==> src/rtl/ddc_mixer_pkg.sv <==
// Shared defaults for the DDC mixer: datapath widths, product shift and status counter width.
package ddc_mixer_pkg;

    localparam int AD_W_DEF   = 16;
    localparam int NCO_W_DEF  = 25;
    localparam int OUT_W_DEF  = 16;
    localparam int RSHIFT_DEF = 23;
    localparam int SAT_CNT_W  = 16;

endpackage

==> src/rtl/ddc_mixer_if.sv <==
// Sample/NCO input bus and baseband I/Q plus saturation status output bus of the DDC mixer.
interface ddc_mixer_if
    import ddc_mixer_pkg::*;
#(
    parameter int ADBITWIDTH  = AD_W_DEF,
    parameter int NCOBITWIDTH = NCO_W_DEF,
    parameter int OUTBITWIDTH = OUT_W_DEF
);
    logic signed [ADBITWIDTH-1:0]  data_in;
    logic signed [NCOBITWIDTH-1:0] cos_in;
    logic signed [NCOBITWIDTH-1:0] sin_in;
    logic                          valid_in;
    logic                          spec_inv;
    logic                          sat_clr;
    logic signed [OUTBITWIDTH-1:0] i_out;
    logic signed [OUTBITWIDTH-1:0] q_out;
    logic                          valid_out;
    logic                          sat_flag;
    logic [SAT_CNT_W-1:0]          sat_cnt;

    modport master (
        output data_in, cos_in, sin_in, valid_in, spec_inv, sat_clr,
        input  i_out, q_out, valid_out, sat_flag, sat_cnt
    );

    modport slave (
        input  data_in, cos_in, sin_in, valid_in, spec_inv, sat_clr,
        output i_out, q_out, valid_out, sat_flag, sat_cnt
    );
endinterface

==> src/rtl/ddc_mix_lane.sv <==
// One mixer lane: full-precision product, optional negation, round-half-up, shift and saturate.
module ddc_mix_lane
    import ddc_mixer_pkg::*;
#(
    parameter int ADBITWIDTH  = AD_W_DEF,
    parameter int NCOBITWIDTH = NCO_W_DEF,
    parameter int OUTBITWIDTH = OUT_W_DEF,
    parameter int RSHIFT      = RSHIFT_DEF
) (
    input  logic                          clk,
    input  logic                          rst,
    input  logic                          vld_p0_i,
    input  logic                          vld_p1_i,
    input  logic signed [ADBITWIDTH-1:0]  data_i,
    input  logic signed [NCOBITWIDTH-1:0] coef_i,
    input  logic                          neg_i,
    output logic signed [OUTBITWIDTH-1:0] res_o,
    output logic                          sat_d_o
);
    localparam int PW = ADBITWIDTH + NCOBITWIDTH;
    localparam int EW = PW + 1;
    localparam int RW = EW - RSHIFT;

    localparam logic signed [EW-1:0] HALF = EW'(64'd1 << (RSHIFT - 1));
    localparam logic signed [RW-1:0] MAXV = {{(RW-OUTBITWIDTH+1){1'b0}}, {(OUTBITWIDTH-1){1'b1}}};
    localparam logic signed [RW-1:0] MINV = {{(RW-OUTBITWIDTH+1){1'b1}}, {(OUTBITWIDTH-1){1'b0}}};

    function automatic logic signed [RW-1:0] round_shift(input logic signed [EW-1:0] t);
        logic signed [EW-1:0] s;
        s = t + HALF;
        return s[EW-1:RSHIFT];
    endfunction

    function automatic logic signed [OUTBITWIDTH-1:0] saturate(input logic signed [RW-1:0] r);
        if (r > MAXV)
            return MAXV[OUTBITWIDTH-1:0];
        else if (r < MINV)
            return MINV[OUTBITWIDTH-1:0];
        else
            return r[OUTBITWIDTH-1:0];
    endfunction

    logic signed [PW-1:0]          prod_d, prod_p1_q;
    logic                          neg_p1_q;
    logic signed [EW-1:0]          ext, term;
    logic signed [RW-1:0]          rnd;
    logic signed [OUTBITWIDTH-1:0] res_d, res_p2_q;

    assign prod_d = data_i * coef_i;

    // S2 -> S3: one guard bit lets the most-negative product negate without wrapping
    always_comb begin
        ext     = {prod_p1_q[PW-1], prod_p1_q};
        term    = neg_p1_q ? -ext : ext;
        rnd     = round_shift(term);
        res_d   = saturate(rnd);
        sat_d_o = (rnd > MAXV) || (rnd < MINV);
    end

    always_ff @(posedge clk or negedge rst) begin
        if (!rst) begin
            prod_p1_q <= '0;
            neg_p1_q  <= 1'b0;
            res_p2_q  <= '0;
        end else begin
            if (vld_p0_i) begin
                prod_p1_q <= prod_d;
                neg_p1_q  <= neg_i;
            end
            if (vld_p1_i)
                res_p2_q <= res_d;
        end
    end

    assign res_o = res_p2_q;
endmodule

==> src/rtl/ddc_mixer.sv <==
// Complex down-conversion mixer: sample capture, I/Q lanes, valid delay line and saturation status.
module ddc_mixer
    import ddc_mixer_pkg::*;
#(
    parameter int ADBITWIDTH  = AD_W_DEF,
    parameter int NCOBITWIDTH = NCO_W_DEF,
    parameter int OUTBITWIDTH = OUT_W_DEF,
    parameter int RSHIFT      = RSHIFT_DEF
) (
    input logic          clk,
    input logic          rst,
    ddc_mixer_if.slave   bus
);
    logic signed [ADBITWIDTH-1:0]  data_p0_q;
    logic signed [NCOBITWIDTH-1:0] cos_p0_q, sin_p0_q;
    logic                          inv_p0_q;
    logic                          vld_p0_q, vld_p1_q, vld_p2_q;
    logic                          sat_i, sat_q;
    logic                          flag_d, flag_q;
    logic [SAT_CNT_W-1:0]          cnt_d, cnt_q;

    // S1: capture; spec_inv is latched with its own sample so in-flight samples are unaffected
    always_ff @(posedge clk or negedge rst) begin
        if (!rst) begin
            data_p0_q <= '0;
            cos_p0_q  <= '0;
            sin_p0_q  <= '0;
            inv_p0_q  <= 1'b0;
            vld_p0_q  <= 1'b0;
            vld_p1_q  <= 1'b0;
            vld_p2_q  <= 1'b0;
        end else begin
            if (bus.valid_in) begin
                data_p0_q <= bus.data_in;
                cos_p0_q  <= bus.cos_in;
                sin_p0_q  <= bus.sin_in;
                inv_p0_q  <= bus.spec_inv;
            end
            vld_p0_q <= bus.valid_in;
            vld_p1_q <= vld_p0_q;
            vld_p2_q <= vld_p1_q;
        end
    end

    ddc_mix_lane #(
        .ADBITWIDTH (ADBITWIDTH),
        .NCOBITWIDTH(NCOBITWIDTH),
        .OUTBITWIDTH(OUTBITWIDTH),
        .RSHIFT     (RSHIFT)
    ) u_lane_i (
        .clk      (clk),
        .rst      (rst),
        .vld_p0_i (vld_p0_q),
        .vld_p1_i (vld_p1_q),
        .data_i   (data_p0_q),
        .coef_i   (cos_p0_q),
        .neg_i    (1'b0),
        .res_o    (bus.i_out),
        .sat_d_o  (sat_i)
    );

    ddc_mix_lane #(
        .ADBITWIDTH (ADBITWIDTH),
        .NCOBITWIDTH(NCOBITWIDTH),
        .OUTBITWIDTH(OUTBITWIDTH),
        .RSHIFT     (RSHIFT)
    ) u_lane_q (
        .clk      (clk),
        .rst      (rst),
        .vld_p0_i (vld_p0_q),
        .vld_p1_i (vld_p1_q),
        .data_i   (data_p0_q),
        .coef_i   (sin_p0_q),
        .neg_i    (!inv_p0_q),
        .res_o    (bus.q_out),
        .sat_d_o  (sat_q)
    );

    // S3 status: one count per sample, clear beats a coincident increment
    always_comb begin
        flag_d = flag_q;
        cnt_d  = cnt_q;
        if (bus.sat_clr) begin
            flag_d = 1'b0;
            cnt_d  = '0;
        end else if (vld_p1_q && (sat_i || sat_q)) begin
            flag_d = 1'b1;
            if (cnt_q != '1)
                cnt_d = cnt_q + 1'b1;
        end
    end

    always_ff @(posedge clk or negedge rst) begin
        if (!rst) begin
            flag_q <= 1'b0;
            cnt_q  <= '0;
        end else begin
            flag_q <= flag_d;
            cnt_q  <= cnt_d;
        end
    end

    assign bus.valid_out = vld_p2_q;
    assign bus.sat_flag  = flag_q;
    assign bus.sat_cnt   = cnt_q;
endmodule

==> src/flat_wrapper.sv <==
// flat-port wrapper written by rule: the top's interface ports become plain ports
module ddc_mixer_flat import ddc_mixer_pkg::*;
#(
    parameter int ADBITWIDTH  = AD_W_DEF,
    parameter int NCOBITWIDTH = NCO_W_DEF,
    parameter int OUTBITWIDTH = OUT_W_DEF,
    parameter int RSHIFT      = RSHIFT_DEF
)
  (clk, rst, bus_data_in, bus_cos_in, bus_sin_in, bus_valid_in, bus_spec_inv, bus_sat_clr, bus_i_out, bus_q_out, bus_valid_out, bus_sat_flag, bus_sat_cnt);
  ddc_mixer_if #(.ADBITWIDTH(ADBITWIDTH), .NCOBITWIDTH(NCOBITWIDTH), .OUTBITWIDTH(OUTBITWIDTH)) bus_i ();
  input logic clk;
  input logic rst;
  input wire logic [$bits(bus_i.data_in)-1:0] bus_data_in;
  input wire logic [$bits(bus_i.cos_in)-1:0] bus_cos_in;
  input wire logic [$bits(bus_i.sin_in)-1:0] bus_sin_in;
  input wire logic [$bits(bus_i.valid_in)-1:0] bus_valid_in;
  input wire logic [$bits(bus_i.spec_inv)-1:0] bus_spec_inv;
  input wire logic [$bits(bus_i.sat_clr)-1:0] bus_sat_clr;
  output wire logic [$bits(bus_i.i_out)-1:0] bus_i_out;
  output wire logic [$bits(bus_i.q_out)-1:0] bus_q_out;
  output wire logic [$bits(bus_i.valid_out)-1:0] bus_valid_out;
  output wire logic [$bits(bus_i.sat_flag)-1:0] bus_sat_flag;
  output wire logic [$bits(bus_i.sat_cnt)-1:0] bus_sat_cnt;
  assign bus_i.data_in = bus_data_in;
  assign bus_i.cos_in = bus_cos_in;
  assign bus_i.sin_in = bus_sin_in;
  assign bus_i.valid_in = bus_valid_in;
  assign bus_i.spec_inv = bus_spec_inv;
  assign bus_i.sat_clr = bus_sat_clr;
  assign bus_i_out = bus_i.i_out;
  assign bus_q_out = bus_i.q_out;
  assign bus_valid_out = bus_i.valid_out;
  assign bus_sat_flag = bus_i.sat_flag;
  assign bus_sat_cnt = bus_i.sat_cnt;
  ddc_mixer #(.ADBITWIDTH(ADBITWIDTH), .NCOBITWIDTH(NCOBITWIDTH), .OUTBITWIDTH(OUTBITWIDTH), .RSHIFT(RSHIFT)) u_core (.clk(clk), .rst(rst), .bus(bus_i));
endmodule
==> config.mk <==
export PLATFORM = sky130hd
export DESIGN_NAME = ddc_mixer_flat
export DESIGN_NICKNAME = d
export VERILOG_FILES = /design/src/rtl/ddc_mixer_pkg.sv /design/src/rtl/ddc_mixer_if.sv /design/src/rtl/ddc_mix_lane.sv /design/src/rtl/ddc_mixer.sv /design/src/flat_wrapper.sv
export SDC_FILE = /design/constraint.sdc
export NUM_CORES = 2
export LEC_CHECK = 0
export CORE_UTILIZATION = 44
export DETAILED_ROUTE_END_ITERATION = 6
export PLACE_DENSITY_LB_ADDON = 0.15
export RECOVER_POWER = 25
export SYNTH_ARGS = -nofsm -noshare
export SYNTH_HDL_FRONTEND = slang
export SYNTH_SLANG_ARGS = --single-unit
==> constraint.sdc <==
create_clock -name clk -period 6.5 [get_ports clk]
set_input_delay 1.625 -clock clk [delete_from_list [all_inputs] [get_ports clk]]
set_output_delay 1.625 -clock clk [all_outputs]
set_load 0.1 [all_outputs]
==> results.json <==
{
  "htree_num_levels": 4,
  "crit_end": "u_core.u_lane_i.prod_p1_q[39]",
  "worst_path_max_delay_cell": "fa_1",
  "nets": 5289,
  "synth_warnings": 0,
  "finalClockSkew_ns": 0.0173,
  "slew_headroom_pct": -122,
  "r2r_end": "u_core.u_lane_i.prod_p1_q[39]",
  "hold_class": "reg -> reg",
  "grt_pass1_vias": 28800,
  "gr-usage-all-layers_pct": 24.2,
  "worst-endpoint-arrival_ns": 6.96,
  "criticalPathCategory": "reg -> reg",
  "rr_startpoint": "u_core.data_p0_q[2]",
  "violations": "DRC, capacitance limit, slew limit, setup timing",
  "clock-root-buffer": "clkbuf_16",
  "synthCells": 3903,
  "place.gp.congestion": 0.863,
  "coreArea_sq_um": 82000,
  "yosysUniqueCellTypes": 77,
  "synth.most_common_cell": "inv_1",
  "start_kind": "register",
  "cts_buffers": 17,
  "syn_nets": 4949,
  "cp.buffers_inverters": 5,
  "synth-edff-count": 0,
  "initialDrtViolationCount": 1123,
  "hold_buffers": 0,
  "final_cells": 5328,
  "synth_top_area_share_pct": 42.7,
  "grt-ovfl-total": 0,
  "path_cells": "buf_6 -> buf_12 -> buf_4 -> nand2_1 -> fa_1 -> fa_1 -> fa_2 -> fa_1 -> inv_1 -> fa_1 -> fa_1 -> ha_4 -> nand3_1 -> a21oi_2 -> a221oi_2 -> a21o_1 -> a21bo_4 -> a21boi_2 -> buf_4 -> nor2_2 -> o31a_1 -> a211oi_2 -> nor3_1 -> o31ai_1",
  "vias": 26500,
  "fmaxAchievable_mhz": 152,
  "pin_count": 121,
  "required_ns": 6.90,
  "place_hpwl_microns": 77500,
  "drcViolationCount": 4,
  "crit_top_cell": "fa_1",
  "start_util_pct": 44.4,
  "cts_tree": "built",
  "fin_setup_tns_ns": -0.184,
  "synth_area_leaders": "fa_1 (43%), dfrtp_1 (12%), inv_1 (9.5%)",
  "avgRoutedWirePerCell_microns": 17.9,
  "timing.hold.ws_ns": 0.435,
  "place_inst": 5228,
  "clkSlewWorstSetupHoldPaths_ns": 0.08,
  "synth_commonest_cells": "inv_1 (923), fa_1 (775), nand2_1 (507)",
  "critPathMaxStageDelay_ns": 0.58,
  "slew_violations": 210,
  "row_count": 105,
  "hold_violations": 0,
  "critical_path_depth": 24,
  "die_x_microns": 289,
  "worstMarginPinSlew_ns": 3.32,
  "avgSynthCellArea_sq_um": 9.32,
  "area_growth_pct": 18.6,
  "wirelength_microns": 95400,
  "fin_crit_sh_pct": 101,
  "drtAntennaViolNets": 0,
  "grt_pass1_wl_microns": 157000,
  "clockBufferDepth": 2,
  "reg2regPathDepth": 24,
  "clk_latency_ns": 0.50,
  "worstSetupStartpoint": "u_core.data_p0_q[2]",
  "viasPerCell": 4.98,
  "port_buffers": 120,
  "rsz0062_at_grt": "true",
  "status": "finished with violations",
  "first_pass_iters": 7,
  "drive_gt1_share_pct": 17.7,
  "drv_cap": 3,
  "dieArea_sq_um": 83800,
  "crit_path_end_kind": "register",
  "grt_start_max_net_pins": 108,
  "fin_ws_ns": -0.0621,
  "setup_viol": 6,
  "synthArstFlopShare_pct": 100,
  "critical_path.top_delay_family": "adder cells",
  "yosysSeqAreaShare_pct": 12.4,
  "final_core_util_pct": 52.6,
  "r2r_slack_ns": -0.06,
  "die_height_microns": 289,
  "yosys.area.top_type": "fa_1",
  "netlist_area_sq_um": 36400,
  "ys_ff_latch": 180,
  "synth_ff_type": "dfrtp_1",
  "fin_crit_ns": 6.56,
  "antenna_found_initial": 1,
  "clock_sinks": 180,
  "crit_fanout": 6
}
## area by class of cell
| cell class | instances | area (sq um) |
|---|---|---|
| fill | 7743 | 38900 |
| multi-input combinational | 2616 | 28500 |
| timing repair buffer | 503 | 4720 |
| sequential | 180 | 4530 |
| inverter | 925 | 3470 |
| tap | 1070 | 1340 |
| clock buffer | 19 | 443 |
| clock inverter | 13 | 138 |
| antenna | 2 | 5.00 |
## flip-flops by register name (all words and copies together), names as in the netlist
signal                     count
u_core.bus.sat_cnt            16
u_core.bus.sat_flag            1
u_core.bus.valid_out           1
u_core.cos_p0_q               25
u_core.data_p0_q              16
u_core.inv_p0_q                1
u_core.sin_p0_q               25
u_core.u_lane_i.prod_p1_q     19
u_core.u_lane_i.res_o         16
u_core.u_lane_q.neg_p1_q       1
u_core.u_lane_q.prod_p1_q     41
u_core.u_lane_q.res_o         16
u_core.vld_p0_q                1
u_core.vld_p1_q                1
## cells in the final DEF (no fill, tap or decap), types with 15 or more instances in the layout
cell,n
xnor2_1,71
a21o_1,25
mux2_2,117
nand3_1,35
o21ai_0,41
nand2_1,496
buf_12,39
and2_4,17
nand2b_1,21
fa_2,35
clkbuf_16,18
nor2_1,123
a21oi_1,93
nor2b_1,16
fa_1,740
inv_1,888
clkdlybuf4s50_1,118
ha_4,24
buf_4,306
buf_6,29
and2_1,303
dfrtp_2,17
inv_2,35
dfrtp_1,162
a21oi_2,15
ha_1,176
nand4_1,19
xor2_1,31
## routing by layer
layer	track usage (%)	share of wire, %	vias up
met5	0	0	-
met4	5.01	1.9	0
met3	3.28	4.2	94
met2	41.2	49	496
met1	33.0	45	13700
li1	-	-	12300
## worst min-delay path by stage
stage | from | slack [ns] | cells after the start | endpoint
6_report | u_core.inv_p0_q | 0.43 | 1 | u_core.u_lane_q.neg_p1_q
5_1_grt | u_core.inv_p0_q | 0.46 | 1 | u_core.u_lane_q.neg_p1_q
4_1_cts | u_core.inv_p0_q | 0.44 | 1 | u_core.u_lane_q.neg_p1_q
3_5_place_dp | u_core.inv_p0_q | 0.44 | 1 | u_core.u_lane_q.neg_p1_q
3_3_place_gp | u_core.inv_p0_q | 0.43 | 1 | u_core.u_lane_q.neg_p1_q
2_1_floorplan | u_core.vld_p1_q | 0.35 | 0 | u_core.bus.valid_out
## per-stage QoR
step / setup WS [ns] / instance area [sq um]
after global routing: -0.314 / 43100
after CTS: -0.0382 / 42500
after floorplan: 0.00857 / 36400
after detailed placement: -0.360 / 41000
final: -0.0621 / 43100
after global placement: -0.321 / 41000
## logic make-up (layout without fill, tap and decap cells)
logic type	after synthesis	in the layout	synth area share [%]
XOR/XNOR	106	106	2.55
multiplexers	128	128	3.95
buffers and inverters	1107	1460	11.5
other	0	2	0
AND/OR/NAND/NOR	1126	1126	15.2
adder cells (fa/ha/maj)	975	975	49.5
AO/OA/AOI/OAI	281	281	4.95
flip-flops	180	180	12.4
## what timing repair did
| item | 4_1_cts | 5_1_grt |
|---|---|---|
| gates cloned | 0 | 1 |
| resized for setup | 125 | 121 |
| pin swaps | 59 | 105 |
| setup endpoints to repair | 22 | 22 |
| setup buffers | 39 | 29 |
Power is not shown: default switching activity piles up to over one toggle a cycle in this logic, so the estimate is an artifact.
